[src/rtl/mem_arbiter.sv]
// Arbiter sharing one memory port between instruction fetch and data access.
// One outstanding transaction; data has priority, bounded by a streak limit.
module mem_arbiter #(
  parameter int ADDR_W = 32,
  parameter int WORD_W = 32,
  parameter int COUNT_W = 2,
  parameter int CODE_W = 2,
  parameter logic [COUNT_W-1:0] WORD_COUNT = 2'd3,
  parameter int MAX_D_STREAK = 4,
  parameter int TIMEOUT = 64
) (
  input  logic clk,
  input  logic clr,
  input  logic i_if_req,
  input  logic [ADDR_W-1:0] i_if_addr,
  output logic o_if_done,
  output logic [WORD_W-1:0] o_if_data,
  output logic [CODE_W-1:0] o_if_code,
  input  logic i_dm_req,
  input  logic [ADDR_W-1:0] i_dm_addr,
  input  logic i_dm_wr_en,
  input  logic [WORD_W-1:0] i_dm_wr_data,
  input  logic [COUNT_W-1:0] i_dm_count,
  output logic o_dm_done,
  output logic [WORD_W-1:0] o_dm_data,
  output logic [CODE_W-1:0] o_dm_code,
  output logic o_fe_stall,
  output logic o_me_stall,
  output logic o_mem_valid,
  input  logic i_mem_ready,
  output logic [ADDR_W-1:0] o_mem_addr,
  output logic o_mem_wr_en,
  output logic [WORD_W-1:0] o_mem_wr_data,
  output logic [COUNT_W-1:0] o_mem_count,
  input  logic i_mem_rsp_valid,
  input  logic [WORD_W-1:0] i_mem_rsp_data,
  input  logic [CODE_W-1:0] i_mem_rsp_code
);

  localparam int SW = $clog2(MAX_D_STREAK + 1);
  localparam int TW = $clog2(TIMEOUT);

  typedef enum logic [1:0] {IDLE, REQ, WAIT, DONE} state_t;

  state_t state, state_nx;
  logic own_d;
  logic [SW-1:0] streak;
  logic [TW-1:0] tcnt;
  logic grant_d, grant_i, tmo;

  assign grant_d = i_dm_req &
    (~i_if_req | (streak < SW'(MAX_D_STREAK)));
  assign grant_i = ~grant_d & i_if_req;
  assign tmo = (tcnt == TW'(TIMEOUT - 1));

  always_ff @(posedge clk or posedge clr) begin
    if (clr) state <= IDLE;
    else state <= state_nx;
  end

  always_comb begin
    state_nx = state;
    unique case (state)
      IDLE: if (grant_d | grant_i) state_nx = REQ;
      REQ: if (i_mem_ready) state_nx = WAIT;
      WAIT: if (i_mem_rsp_valid | tmo) state_nx = DONE;
      DONE: state_nx = IDLE;
      default: state_nx = IDLE;
    endcase
  end

  always_ff @(posedge clk or posedge clr) begin
    if (clr) begin
      own_d <= 1'b0;
      streak <= '0;
      tcnt <= '0;
      o_mem_addr <= '0;
      o_mem_wr_en <= 1'b0;
      o_mem_wr_data <= '0;
      o_mem_count <= '0;
      o_if_data <= '0;
      o_if_code <= '0;
      o_dm_data <= '0;
      o_dm_code <= '0;
    end else begin
      unique case (state)
        IDLE: begin
          if (grant_i || !i_if_req) streak <= '0;
          else if (grant_d && streak != SW'(MAX_D_STREAK))
            streak <= streak + SW'(1);
          if (grant_d) begin
            own_d <= 1'b1;
            o_mem_addr <= i_dm_addr;
            o_mem_wr_en <= i_dm_wr_en;
            o_mem_wr_data <= i_dm_wr_data;
            o_mem_count <= i_dm_count;
          end else if (grant_i) begin
            own_d <= 1'b0;
            o_mem_addr <= i_if_addr;
            o_mem_wr_en <= 1'b0;
            o_mem_wr_data <= '0;
            o_mem_count <= WORD_COUNT;
          end
        end
        REQ: if (i_mem_ready) tcnt <= '0;
        WAIT: begin
          tcnt <= tcnt + TW'(1);
          // A real response wins over a timeout in the same cycle
          if (i_mem_rsp_valid) begin
            if (own_d) begin
              o_dm_data <= i_mem_rsp_data;
              o_dm_code <= i_mem_rsp_code;
            end else begin
              o_if_data <= i_mem_rsp_data;
              o_if_code <= i_mem_rsp_code;
            end
          end else if (tmo) begin
            if (own_d) begin
              o_dm_data <= '0;
              o_dm_code <= CODE_W'(2);
            end else begin
              o_if_data <= '0;
              o_if_code <= CODE_W'(2);
            end
          end
        end
        default: ;
      endcase
    end
  end

  assign o_mem_valid = (state == REQ);
  assign o_if_done = (state == DONE) & ~own_d;
  assign o_dm_done = (state == DONE) & own_d;
  assign o_fe_stall = i_if_req & ~o_if_done;
  assign o_me_stall = i_dm_req & ~o_dm_done;

endmodule

[config.mk]
export PLATFORM = sky130hd
export DESIGN_NAME = mem_arbiter
export DESIGN_NICKNAME = d
export VERILOG_FILES = /design/src/rtl/mem_arbiter.sv
export SDC_FILE = /design/constraint.sdc
export NUM_CORES = 1
export LEC_CHECK = 0
export ABC_CLOCK_PERIOD_IN_PS = 10000
export BUFFER_PORTS_ARGS = -buffer_cell sky130_fd_sc_hd__buf_2
export CORE_MARGIN = 3
export CORE_UTILIZATION = 40
export CTS_CLUSTER_DIAMETER = 120
export CTS_CLUSTER_SIZE = 10
export DETAILED_ROUTE_END_ITERATION = 16
export HOLD_SLACK_MARGIN = 0.02
export MAX_ROUTING_LAYER = met4
export PLACE_DENSITY = 0.7
export SETUP_SLACK_MARGIN = 0.4
export SLEW_MARGIN = 40
export SYNTH_ARGS = -nofsm -noshare
export SYNTH_HDL_FRONTEND = slang
export SYNTH_SLANG_ARGS = --single-unit
[constraint.sdc]
create_clock -name clk -period 10 [get_ports clk]
set_clock_uncertainty 0.15 [all_clocks]
set_input_delay 2 -clock clk [delete_from_list [all_inputs] [get_ports clk]]
set_output_delay 2 -clock clk [all_outputs]
set_load 0.005 [all_outputs]
==> flow_metrics.py, run 1 <==
metrics = {
    "cts": {
        "cts_hold_buffers": 0,
        "insertion_delay_ps": 410,
        "cts_resized": 0,
        "cts_setup_buffers": 0,
        "clk_path_buf_depth": 2,
        "cts_made_buffers": 17,
        "cts.clk_slew.worst_paths_ps": 70,
        "htreeDepth": 4,
        "clock-sinks": 147,
        "cts_tree": "done",
        "clockRootBuffer": "clkbuf_16",
    },
    "detailed_routing": {
        "wl_per_cell_um": 17.0,
        "drtIter0Drc": 193,
        "vias": 4779,
        "viasPerCell": 5.20,
        "drcViolationCount": 0,
        "ant_nets": 0,
        "firstDrtPassIters": 5,
        "wirelength_um": 15600,
    },
    "yosys": {
        "synth-seq-area-share_pct": 62.6,
        "syn-cell-area_mm2": 0.00588,
        "synthTopCellsByArea": "dfrtp_1 (63%), a22o_1 (15%), mux2i_1 (5.8%), o21ai_1 (3.2%), nand2_1 (2.4%)",
        "ys.flop_type": "dfrtp_1",
        "synth_enable_flop_cells": 0,
        "synth_area_per_cell_um2": 12.9,
        "yosysTopAreaCellShare_pct": 62.6,
        "synthCells": 456,
        "synth_most_common_cell": "dfrtp_1",
        "syn-num-nets": 603,
        "synth_top_cell_by_area": "dfrtp_1",
        "async_flop_share_pct": 100,
        "yosys_warnings": 0,
        "ys_types": 34,
        "synth-seq-cells": 147,
        "synthTopCellsByCount": "dfrtp_1 (147), a22o_1 (101), o21ai_1 (38)",
    },
    "global_route": {
        "grt-ovfl-total": 0,
        "grt_pass1_vias": 4899,
        "grt.total_usage_pct": 19.9,
        "antenna_found_initial": 0,
        "grt_pass1_wl_um": 25000,
        "grt_max_degree": 98,
    },
    "power_and_ir_drop": {
        "p_int_mw": 1.63,
        "combPwrFrac_pct": 34.0,
        "clock_power_share_pct": 24.9,
        "seqPwrFrac_pct": 41.1,
        "swShare_pct": 33.6,
        "powerDensity_mw_per_mm2": 308,
        "p_sw_mw": 0.821,
        "peakVddDrop_mv": 0.129,
        "p_leak_nw": 4.36,
    },
    "placement": {
        "place.gp.congestion": 0.848,
        "dpl.cell_count": 887,
        "pre_cts_slack_ps": 5390,
        "hpwl_um": 11200,
        "portBuffers": 278,
        "place_area_mm2": 0.00738,
    },
    "floorplanning": {
        "io_pins": 279,
        "core_area_mm2": 0.0141,
        "rows": 43,
        "die_area_mm2": 0.0162,
        "dieWidth_um": 127,
        "initial_utilization_pct": 41.5,
        "die_h_um": 127,
    },
    "critical_path": {
        "worstSetupPathType": "in2out",
        "cp-end-kind": "output port",
        "max_stage_delay_ps": 190,
        "reg2reg_to": "o_dm_code[1]",
        "startpoint_type": "primary input",
        "required_ps": 7850,
        "cp.arrival_ps": 2460,
        "r2r_start": "state[0]",
        "cp_max_fo": 6,
        "crit_path_top_delay_cell": "buf_2",
        "worst-r2r-cell-count": 6,
        "cpMostUsedCell": "buf_2",
        "path_cells": "buf_2 -> nor2b_1 -> buf_2",
        "reg2reg_setup_slack_ps": 7680,
    },
    "sta": {
        "period_share_pct": 46.1,
        "setup_viol": 0,
        "max_freq_mhz": 217,
        "hold_viol_final": 0,
        "finalCriticalPeriod_ps": 4610,
        "rsz0062_at_grt": "no",
        "slew_viol_final": 0,
        "fin_tns_setup_ps": 0,
        "worstMarginPinSlew_ps": 673,
        "setup_ws_ps": 5390,
        "slew-limit-headroom_pct": 55.1,
        "worst_hold_slack_ps": 331,
    },
    "run": {
        "drv_cap": 0,
    },
    "min_path": {
        "hold_path_class": "reg2reg",
        "min_path_cells": 2,
        "hold_start": "o_mem_addr[26]",
        "hold-path-endpoint": "o_mem_addr[26]",
    },
    "cells_and_area": {
        "diodes": 0,
        "finalInstanceArea_mm2": 0.00795,
        "area_growth_pct": 35.3,
        "stdcell_count": 919,
        "fill_cells": 1193,
        "drive_gt1_share_pct": 44.0,
        "final_nets": 873,
    },
    "run_status": {
        "outcome": "complete, no violations",
    },
}
## routing by layer
| metal | track usage [%] | vias to the layer above | share of wire (%) | routed length [um] |
|---|---|---|---|---|
| li1 | - | 2217 | - | - |
| met4 | 7.51 | 0 | 1.4 | 212 |
| met3 | 4.93 | 19 | 7.8 | 1220 |
| met1 | 25.4 | 2315 | 42 | 6620 |
| met5 | - | - | 0 | 0 |
| met2 | 30.9 | 228 | 48 | 7580 |
## cells in the final DEF, fill, tap and decap left out, types with 2 or more instances in the layout
cell | Yosys | layout
o22a_1 | 2 | 2
inv_6 | 0 | 7
nand3_1 | 5 | 5
a21oi_1 | 5 | 5
buf_2 | 20 | 278
dfrtp_1 | 147 | 147
o21ai_1 | 38 | 37
nand2_1 | 37 | 37
o31ai_1 | 2 | 2
and2_1 | 4 | 3
clkbuf_16 | 0 | 17
nor3_1 | 3 | 3
buf_6 | 5 | 2
inv_1 | 9 | 8
clkinv_4 | 0 | 4
and3_1 | 2 | 2
a22o_1 | 101 | 101
buf_4 | 3 | 5
nor2_1 | 3 | 3
mux2i_1 | 34 | 34
ha_1 | 8 | 8
nor2b_1 | 8 | 8
## critical path: cells and delay by family
kind,cells,cell delay [ps]
simple gates,1,150
buf+inv,2,310
## metrics by stage
stage                     total power [mW]  util [%]
after global placement                1.82      52.1
after CTS                             2.48      56.2
after detailed placement              1.85      52.1
after global routing                  2.61      56.2
after floorplan                       1.46         -
final                                 2.45      56.2
## area by class of cell
cell class	count	area, um2	area share [%]
clock buffers	18	429	5.40
clock inverters	14	141	1.78
flip-flops and latches	147	3680	46.3
well taps	180	225	2.83
inverters	10	42.5	0.535
repair buffers	285	1450	18.3
multi-input cells	265	1980	24.9
## worst max-delay path by stage
stage / slack, ps / end / start
final: 5390 / o_fe_stall / i_if_req
after global routing: 5340 / o_fe_stall / i_if_req
after CTS: 5390 / o_fe_stall / i_if_req
after detailed placement: 5390 / o_fe_stall / i_if_req
after global placement: 5400 / o_fe_stall / i_if_req
after floorplan: 3900 / o_dm_code[0] / clr
## state kept, by name (all words and copies together), names as in the netlist, 2 cells and up
name           cells
o_dm_code          2
o_dm_data         32
o_if_code          2
o_if_data         32
o_mem_addr        32
o_mem_count        2
o_mem_wr_data     32
state              2
streak             3
tcnt               6
## cell families (layout without fill, tap and decap cells)
| kind of cell | Yosys count | in the layout | synth area share (%) |
|---|---|---|---|
| DFF | 147 | 147 | 62.6 |
| buffers and inverters | 44 | 327 | 4.07 |
| adders and majority gates | 8 | 8 | 1.70 |
| muxes | 35 | 35 | 5.98 |
| and+or+nand+nor | 67 | 67 | 5.34 |
| AOI/OAI and AO/OA | 155 | 155 | 20.3 |
## power by group through the flow
stage / logic [mW] / clock network, mW / registers (mW)
after floorplan: 0.435 / 0 / 1.02
after global placement: 0.818 / 0 / 1.00
after detailed placement: 0.845 / 0 / 1.01
after CTS: 0.847 / 0.624 / 1.00
after global routing: 0.922 / 0.654 / 1.04
final: 0.831 / 0.610 / 1.00
(Power assumes the default switching activity.)
==> run 2: changes to the inputs <==
--- a/config.mk
+++ b/config.mk
@@ -5,7 +5,8 @@
 export SDC_FILE = /design/constraint.sdc
 export NUM_CORES = 1
 export LEC_CHECK = 0
-export ABC_CLOCK_PERIOD_IN_PS = 10000
+export ABC_AREA = 1
+export ABC_CLOCK_PERIOD_IN_PS = 4000
 export BUFFER_PORTS_ARGS = -buffer_cell sky130_fd_sc_hd__buf_2
 export CORE_MARGIN = 3
 export CORE_UTILIZATION = 40
@@ -14,7 +15,7 @@
 export DETAILED_ROUTE_END_ITERATION = 16
 export HOLD_SLACK_MARGIN = 0.02
 export MAX_ROUTING_LAYER = met4
-export PLACE_DENSITY = 0.7
+export PLACE_DENSITY = 0.71
 export SETUP_SLACK_MARGIN = 0.4
 export SLEW_MARGIN = 40
 export SYNTH_ARGS = -nofsm -noshare
==> constraint.sdc (replaced) <==
create_clock -name clk -period 4 [get_ports clk]
set_clock_uncertainty 0.15 [all_clocks]
set_input_delay 0.8 -clock clk [delete_from_list [all_inputs] [get_ports clk]]
set_output_delay 0.8 -clock clk [all_outputs]
set_load 0.005 [all_outputs]
==> run 2 against run 1 <==
Net effect: sequential share of layout area down 3.4 points; cell count up 38%; area after synthesis up 10%; global-route usage up 1.1 points; largest cell class unchanged; wire length up 18%; non-clock buffer count down 1; die area up 9.8%; clock power rose to 2.6 times the previous value; critical path type is now reg2out; flip-flop and latch count unchanged; register-to-register slack worse by 5900 ps.
==> flow_metrics.py, run 2 <==
metrics = {
    "critical_path": {
        "cp-end-kind": "output port",
        "cp_max_fo": 38,
        "worst-r2r-cell-count": 7,
        "reg2reg_setup_slack_ps": 1730,
        "worstSetupPathType": "reg2out",
        "cp.arrival_ps": 1490,
        "startpoint_type": "flop",
        "reg2reg_to": "o_mem_wr_data[19]",
        "required_ps": 3050,
        "r2r_start": "state[0]",
    },
    "global_route": {
        "antenna_found_initial": 0,
        "grt-ovfl-total": 0,
        "busiest_layer": "met2",
        "grt_max_degree": 148,
        "met2_usage_pct": 34.8,
        "grtUsageMet3_pct": 5.06,
        "grt.total_usage_pct": 21.0,
        "met1_usage_pct": 25.8,
        "grt_pass1_wl_um": 29400,
        "grt_pass1_vias": 5798,
    },
    "detailed_routing": {
        "wl_per_cell_um": 14.5,
        "wirelength_um": 18400,
        "ant_nets": 0,
        "vias": 6123,
        "firstDrtPassIters": 5,
        "drcViolationCount": 0,
        "viasPerCell": 4.82,
        "drtIter0Drc": 400,
    },
    "yosys": {
        "synth-seq-area-share_pct": 56.8,
        "yosysTopAreaCellShare_pct": 56.8,
        "synthCells": 792,
        "ys.flop_type": "dfrtp_1",
        "synth_top_cell_by_area": "dfrtp_1",
        "synth_most_common_cell": "nand2_1",
        "synthTopCellsByArea": "dfrtp_1 (57%), nand2_1 (26%), nand4_1 (7.0%), ha_1 (1.5%), clkbuf_1 (1.3%)",
        "syn-cell-area_mm2": 0.00648,
        "ys_types": 21,
        "synth-seq-cells": 147,
        "synth_enable_flop_cells": 0,
        "synthTopCellsByCount": "nand2_1 (455), dfrtp_1 (147), nand4_1 (72)",
        "syn-num-nets": 939,
        "synth_area_per_cell_um2": 8.18,
        "async_flop_share_pct": 100,
        "yosys_warnings": 0,
    },
    "floorplanning": {
        "initial_utilization_pct": 41.7,
        "io_pins": 279,
        "die_h_um": 133,
        "core_area_mm2": 0.0155,
        "die_area_mm2": 0.0178,
        "dieWidth_um": 133,
        "rows": 45,
    },
    "sta": {
        "hold_viol_final": 0,
        "slew-limit-headroom_pct": 53.1,
        "slew_viol_final": 0,
        "period_share_pct": 60.9,
        "worstMarginPinSlew_ps": 703,
        "max_freq_mhz": 411,
        "setup_viol": 0,
        "finalCriticalPeriod_ps": 2440,
        "setup_ws_ps": 1560,
        "fin_tns_setup_ps": 0,
        "rsz0062_at_grt": "no",
    },
    "cells_and_area": {
        "drive_gt1_share_pct": 30.9,
        "fill_cells": 1501,
        "final_common_cell": "nand2_1",
        "area_growth_pct": 32.5,
        "diodes": 0,
        "final_nets": 1194,
        "mostFrequentLayoutCells": "nand2_1 (455), buf_2 (278), dfrtp_1 (147)",
    },
    "run_status": {
        "outcome": "complete, no violations",
    },
    "placement": {
        "hpwl_um": 12500,
        "portBuffers": 278,
        "pre_cts_slack_ps": 1330,
        "place.gp.congestion": 0.806,
    },
    "cts": {
        "cts_tree": "done",
        "htreeDepth": 4,
        "cts_setup_buffers": 0,
        "cts.clk_slew.worst_paths_ps": 50,
        "cts_made_buffers": 17,
        "cts_hold_buffers": 0,
        "clockRootBuffer": "clkbuf_16",
        "insertion_delay_ps": 410,
        "clock-sinks": 147,
        "clk_path_buf_depth": 2,
        "cts_resized": 0,
    },
    "power_and_ir_drop": {
        "powerDensity_mw_per_mm2": 732,
        "p_leak_nw": 5.08,
        "peakVddDrop_mv": 0.371,
    },
    "min_path": {
        "hold_path_class": "in2async",
    },
    "run": {
        "drv_cap": 0,
    },
}
run 2: cell count changes in the layout (fill, tap and decap cells not counted), moves of 9 or more:
cell / before / now
nand2_1: 37 / 455
a22o_1: 101 / 0
inv_1: 8 / 17
nor2_1: 3 / 12
mux2i_1: 34 / 0
nand4_1: 1 / 72
o21ai_1: 37 / 0
run 2: worst max-delay path: stages (launching register included):
cell and delay [ps]:
dfrtp_1 320, buf_4 400, nor2_1 130, nor2_1 100
buf_2 130
run 2: power by group:
group	internal [mW]	switching (mW)
Sequential	2.12	0.350
Clock	0.965	0.591
Combinational	0.864	1.40
Total	3.95	2.34
run 2: worst max path at each step:
| stage | from | to | slack, ps |
|---|---|---|---|
| 2_1_floorplan | clr | o_dm_code[0] | 1200 |
| 3_3_place_gp | i_dm_req | o_mem_wr_data[29] | 1320 |
| 3_5_place_dp | state[0] | o_if_data[4] | 1330 |
| 4_1_cts | state[0] | o_if_data[4] | 1330 |
| 5_1_grt | own_d | o_me_stall | 1450 |
| 6_report | own_d | o_fe_stall | 1560 |
run 2: metrics by stage:
stage | util, % | instance area, um2 | cells | power, mW | hold slack, ps
after floorplan | - | 6480 | 792 | 3.74 | 315
after global placement | 51.2 | 7950 | 1238 | 4.68 | 299
after detailed placement | 51.2 | 7950 | 1238 | 4.74 | 303
after CTS | 54.9 | 8530 | 1269 | 6.32 | 318
after global routing | 55.2 | 8580 | 1270 | 6.77 | 331
final | 55.2 | 8580 | 1270 | 6.29 | 308
run 2: cells by family after synthesis:
kind of cell             share of synthesized area (%)
AO/OA/AOI/OAI                                    0.966
adder cells (fa/ha/maj)                           1.54
buffers and inverters                             5.08
flip-flops                                        56.8
AND/OR/NAND/NOR                                   35.6
run 2: area by class of cell:
cell class                 count  area [um2]  area share [%]
multi-input combinational    574        2500            29.1
clock buffer                  23         478            5.57
inverter                      23        92.6            1.08
sequential                   147        3680            42.9
clock inverter                 8         101            1.18
tap                          211         264            3.08
timing repair buffer         284        1470            17.1
run 2: routing by layer:
layer	vias to the layer above	routed length, um
met5	-	0
li1	3024	-
met1	2898	7540
met2	178	9480
met4	0	369
met3	23	1000
==> run 3: changes to the inputs <==
--- a/config.mk
+++ b/config.mk
@@ -6,7 +6,7 @@
 export NUM_CORES = 1
 export LEC_CHECK = 0
 export ABC_AREA = 1
-export ABC_CLOCK_PERIOD_IN_PS = 4000
+export ABC_CLOCK_PERIOD_IN_PS = 2200
 export BUFFER_PORTS_ARGS = -buffer_cell sky130_fd_sc_hd__buf_2
 export CORE_MARGIN = 3
 export CORE_UTILIZATION = 40
==> constraint.sdc (replaced) <==
create_clock -name clk -period 2.2 [get_ports clk]
set_clock_uncertainty 0.15 [all_clocks]
set_input_delay 0.44 -clock clk [delete_from_list [all_inputs] [get_ports clk]]
set_output_delay 0.44 -clock clk [all_outputs]
set_load 0.005 [all_outputs]
==> run 3 against run 2 <==
Net effect: setup slack got worse by 1300 ps; design area rose by 2.8%; register-to-register slack worse by 1300 ps; flip-flop and latch count unchanged; critical endpoint is now o_mem_valid; largest power group is now combinational cells.
==> flow_metrics.py, run 3 (same netlist as run 2, synthesis figures left out) <==
metrics = {
    "run_status": {
        "outcome": "complete, no violations",
    },
    "cts": {
        "cts_tree": "done",
        "clockRootBuffer": "clkbuf_16",
        "insertion_delay_ps": 410,
        "htreeDepth": 4,
        "cts_made_buffers": 17,
        "cts.clk_slew.worst_paths_ps": 60,
        "clock-sinks": 147,
        "clk_path_buf_depth": 2,
    },
    "detailed_routing": {
        "wirelength_um": 19200,
        "firstDrtPassIters": 5,
        "wl_per_cell_um": 14.9,
        "vias": 6283,
        "drcViolationCount": 0,
        "ant_nets": 0,
        "drtIter0Drc": 458,
        "viasPerCell": 4.89,
    },
    "placement": {
        "hpwl_um": 12900,
        "portBuffers": 278,
        "place_area_mm2": 0.00807,
        "place.gp.congestion": 0.819,
    },
    "sta": {
        "rsz0062_at_grt": "yes",
        "hold_viol_final": 0,
        "worstMarginPinSlew_ps": 665,
        "fin_tns_setup_ps": 0,
        "finalCriticalPeriod_ps": 1940,
        "setup_viol": 0,
        "slew-limit-headroom_pct": 55.7,
        "slew_viol_final": 0,
        "period_share_pct": 88.2,
        "max_freq_mhz": 515,
    },
    "global_route": {
        "grt_max_degree": 67,
        "grt_pass1_wl_um": 30300,
        "antenna_found_initial": 1,
        "grt.total_usage_pct": 21.7,
        "grt_pass1_vias": 6022,
        "grt-ovfl-total": 0,
    },
    "critical_path": {
        "cp_max_fo": 3,
        "cp-end-kind": "output port",
        "reg2reg_setup_slack_ps": 430,
        "crit_path_top_delay_cell": "dfrtp_1",
        "crit_start": "state[1]",
        "r2r_start": "state[0]",
        "worst-r2r-cell-count": 7,
        "crit_family": "flip-flops",
        "path_cells": "inv_1 -> ha_1 -> buf_2",
        "worstSetupPathType": "reg2out",
        "required_ps": 1610,
        "startpoint_type": "flop",
        "max_stage_delay_ps": 400,
        "cp-endpoint": "o_mem_valid",
        "worstPathBufferInverterCount": 2,
        "reg2reg_to": "o_if_data[23]",
        "cp.arrival_ps": 1350,
        "worst-path-stages": 3,
    },
    "run": {
        "drv_cap": 0,
    },
    "cells_and_area": {
        "finalInstanceArea_mm2": 0.00882,
        "final_common_cell": "nand2_1",
        "drive_gt1_share_pct": 32.7,
        "final_nets": 1209,
        "area_growth_pct": 36.1,
        "mostFrequentLayoutCells": "nand2_1 (453), buf_2 (278), dfrtp_1 (146)",
    },
    "floorplanning": {
        "io_pins": 279,
        "initial_utilization_pct": 41.7,
        "dieWidth_um": 133,
        "die_area_mm2": 0.0178,
        "core_area_mm2": 0.0155,
        "die_h_um": 133,
        "rows": 45,
    },
    "min_path": {
        "hold_start": "i_dm_wr_data[17]",
        "hold_path_class": "in2reg",
    },
    "power_and_ir_drop": {
        "powerDensity_mw_per_mm2": 1350,
        "p_leak_nw": 5.18,
        "peakVddDrop_mv": 0.563,
    },
}
[run 3: cell type report]
cell class              instances  area (um2)
clock inverters                 8         101
clock buffers                  23         478
flip-flops and latches        147        3680
multi-input cells             574        2520
repair buffers                299        1680
inverters                      23        95.1
diodes                          1        2.50
fillers                      1489        6720
well taps                     211         264
[run 3: repair_timing]
item | 4_1_cts | 5_1_grt
hold buffers | 1 | 0
buffers inserted | 1 | 3
resized for setup | 12 | 11
endpoints found under the hold margin | 15 | 0
gates cloned | 2 | 0
endpoints found under the setup margin | 136 | 128
pin swaps | 1 | 2
[run 3: worst min-delay path: stages]
cell and delay (ps):
buf_2 70, nand2_1 40, nand2_1 50
[run 3: power by group]
| part | internal (mW) | switching, mW |
|---|---|---|
| clock network | 1.75 | 1.08 |
| registers | 3.85 | 0.633 |
| logic | 1.90 | 2.71 |
| total | 7.50 | 4.42 |
[run 3: how the worst min path moves through the flow]
stage,depth (start not counted),to,slack [ps]
2_1_floorplan,2,o_dm_code[0],320
3_3_place_gp,2,o_mem_wr_data[19],300
3_5_place_dp,2,o_mem_wr_data[9],300
4_1_cts,3,o_mem_wr_data[9],60
5_1_grt,3,o_mem_wr_data[9],70
6_report,3,o_mem_wr_data[17],80
[run 3: per-layer routing]
metal	GRT usage (%)	vias up	routed length, um
li1	-	3045	-
met1	26.9	2991	7970
met2	35.5	207	9660
met3	3.63	40	989
met4	8.63	0	574
met5	-	-	0
[run 3: metrics by stage]
step / setup WS (ps) / instances / hold WS [ps] / total power, mW / utilization, %
3_3_place_gp: 246 / 1247 / 299 / 8.66 / 51.9
2_1_floorplan: -237 / 792 / 315 / 6.79 / -
3_5_place_dp: 301 / 1247 / 303 / 8.77 / 51.9
5_1_grt: 169 / 1286 / 71.0 / 12.8 / 56.8
4_1_cts: 243 / 1282 / 58.3 / 11.9 / 56.4
6_report: 259 / 1286 / 76.1 / 11.9 / 56.8
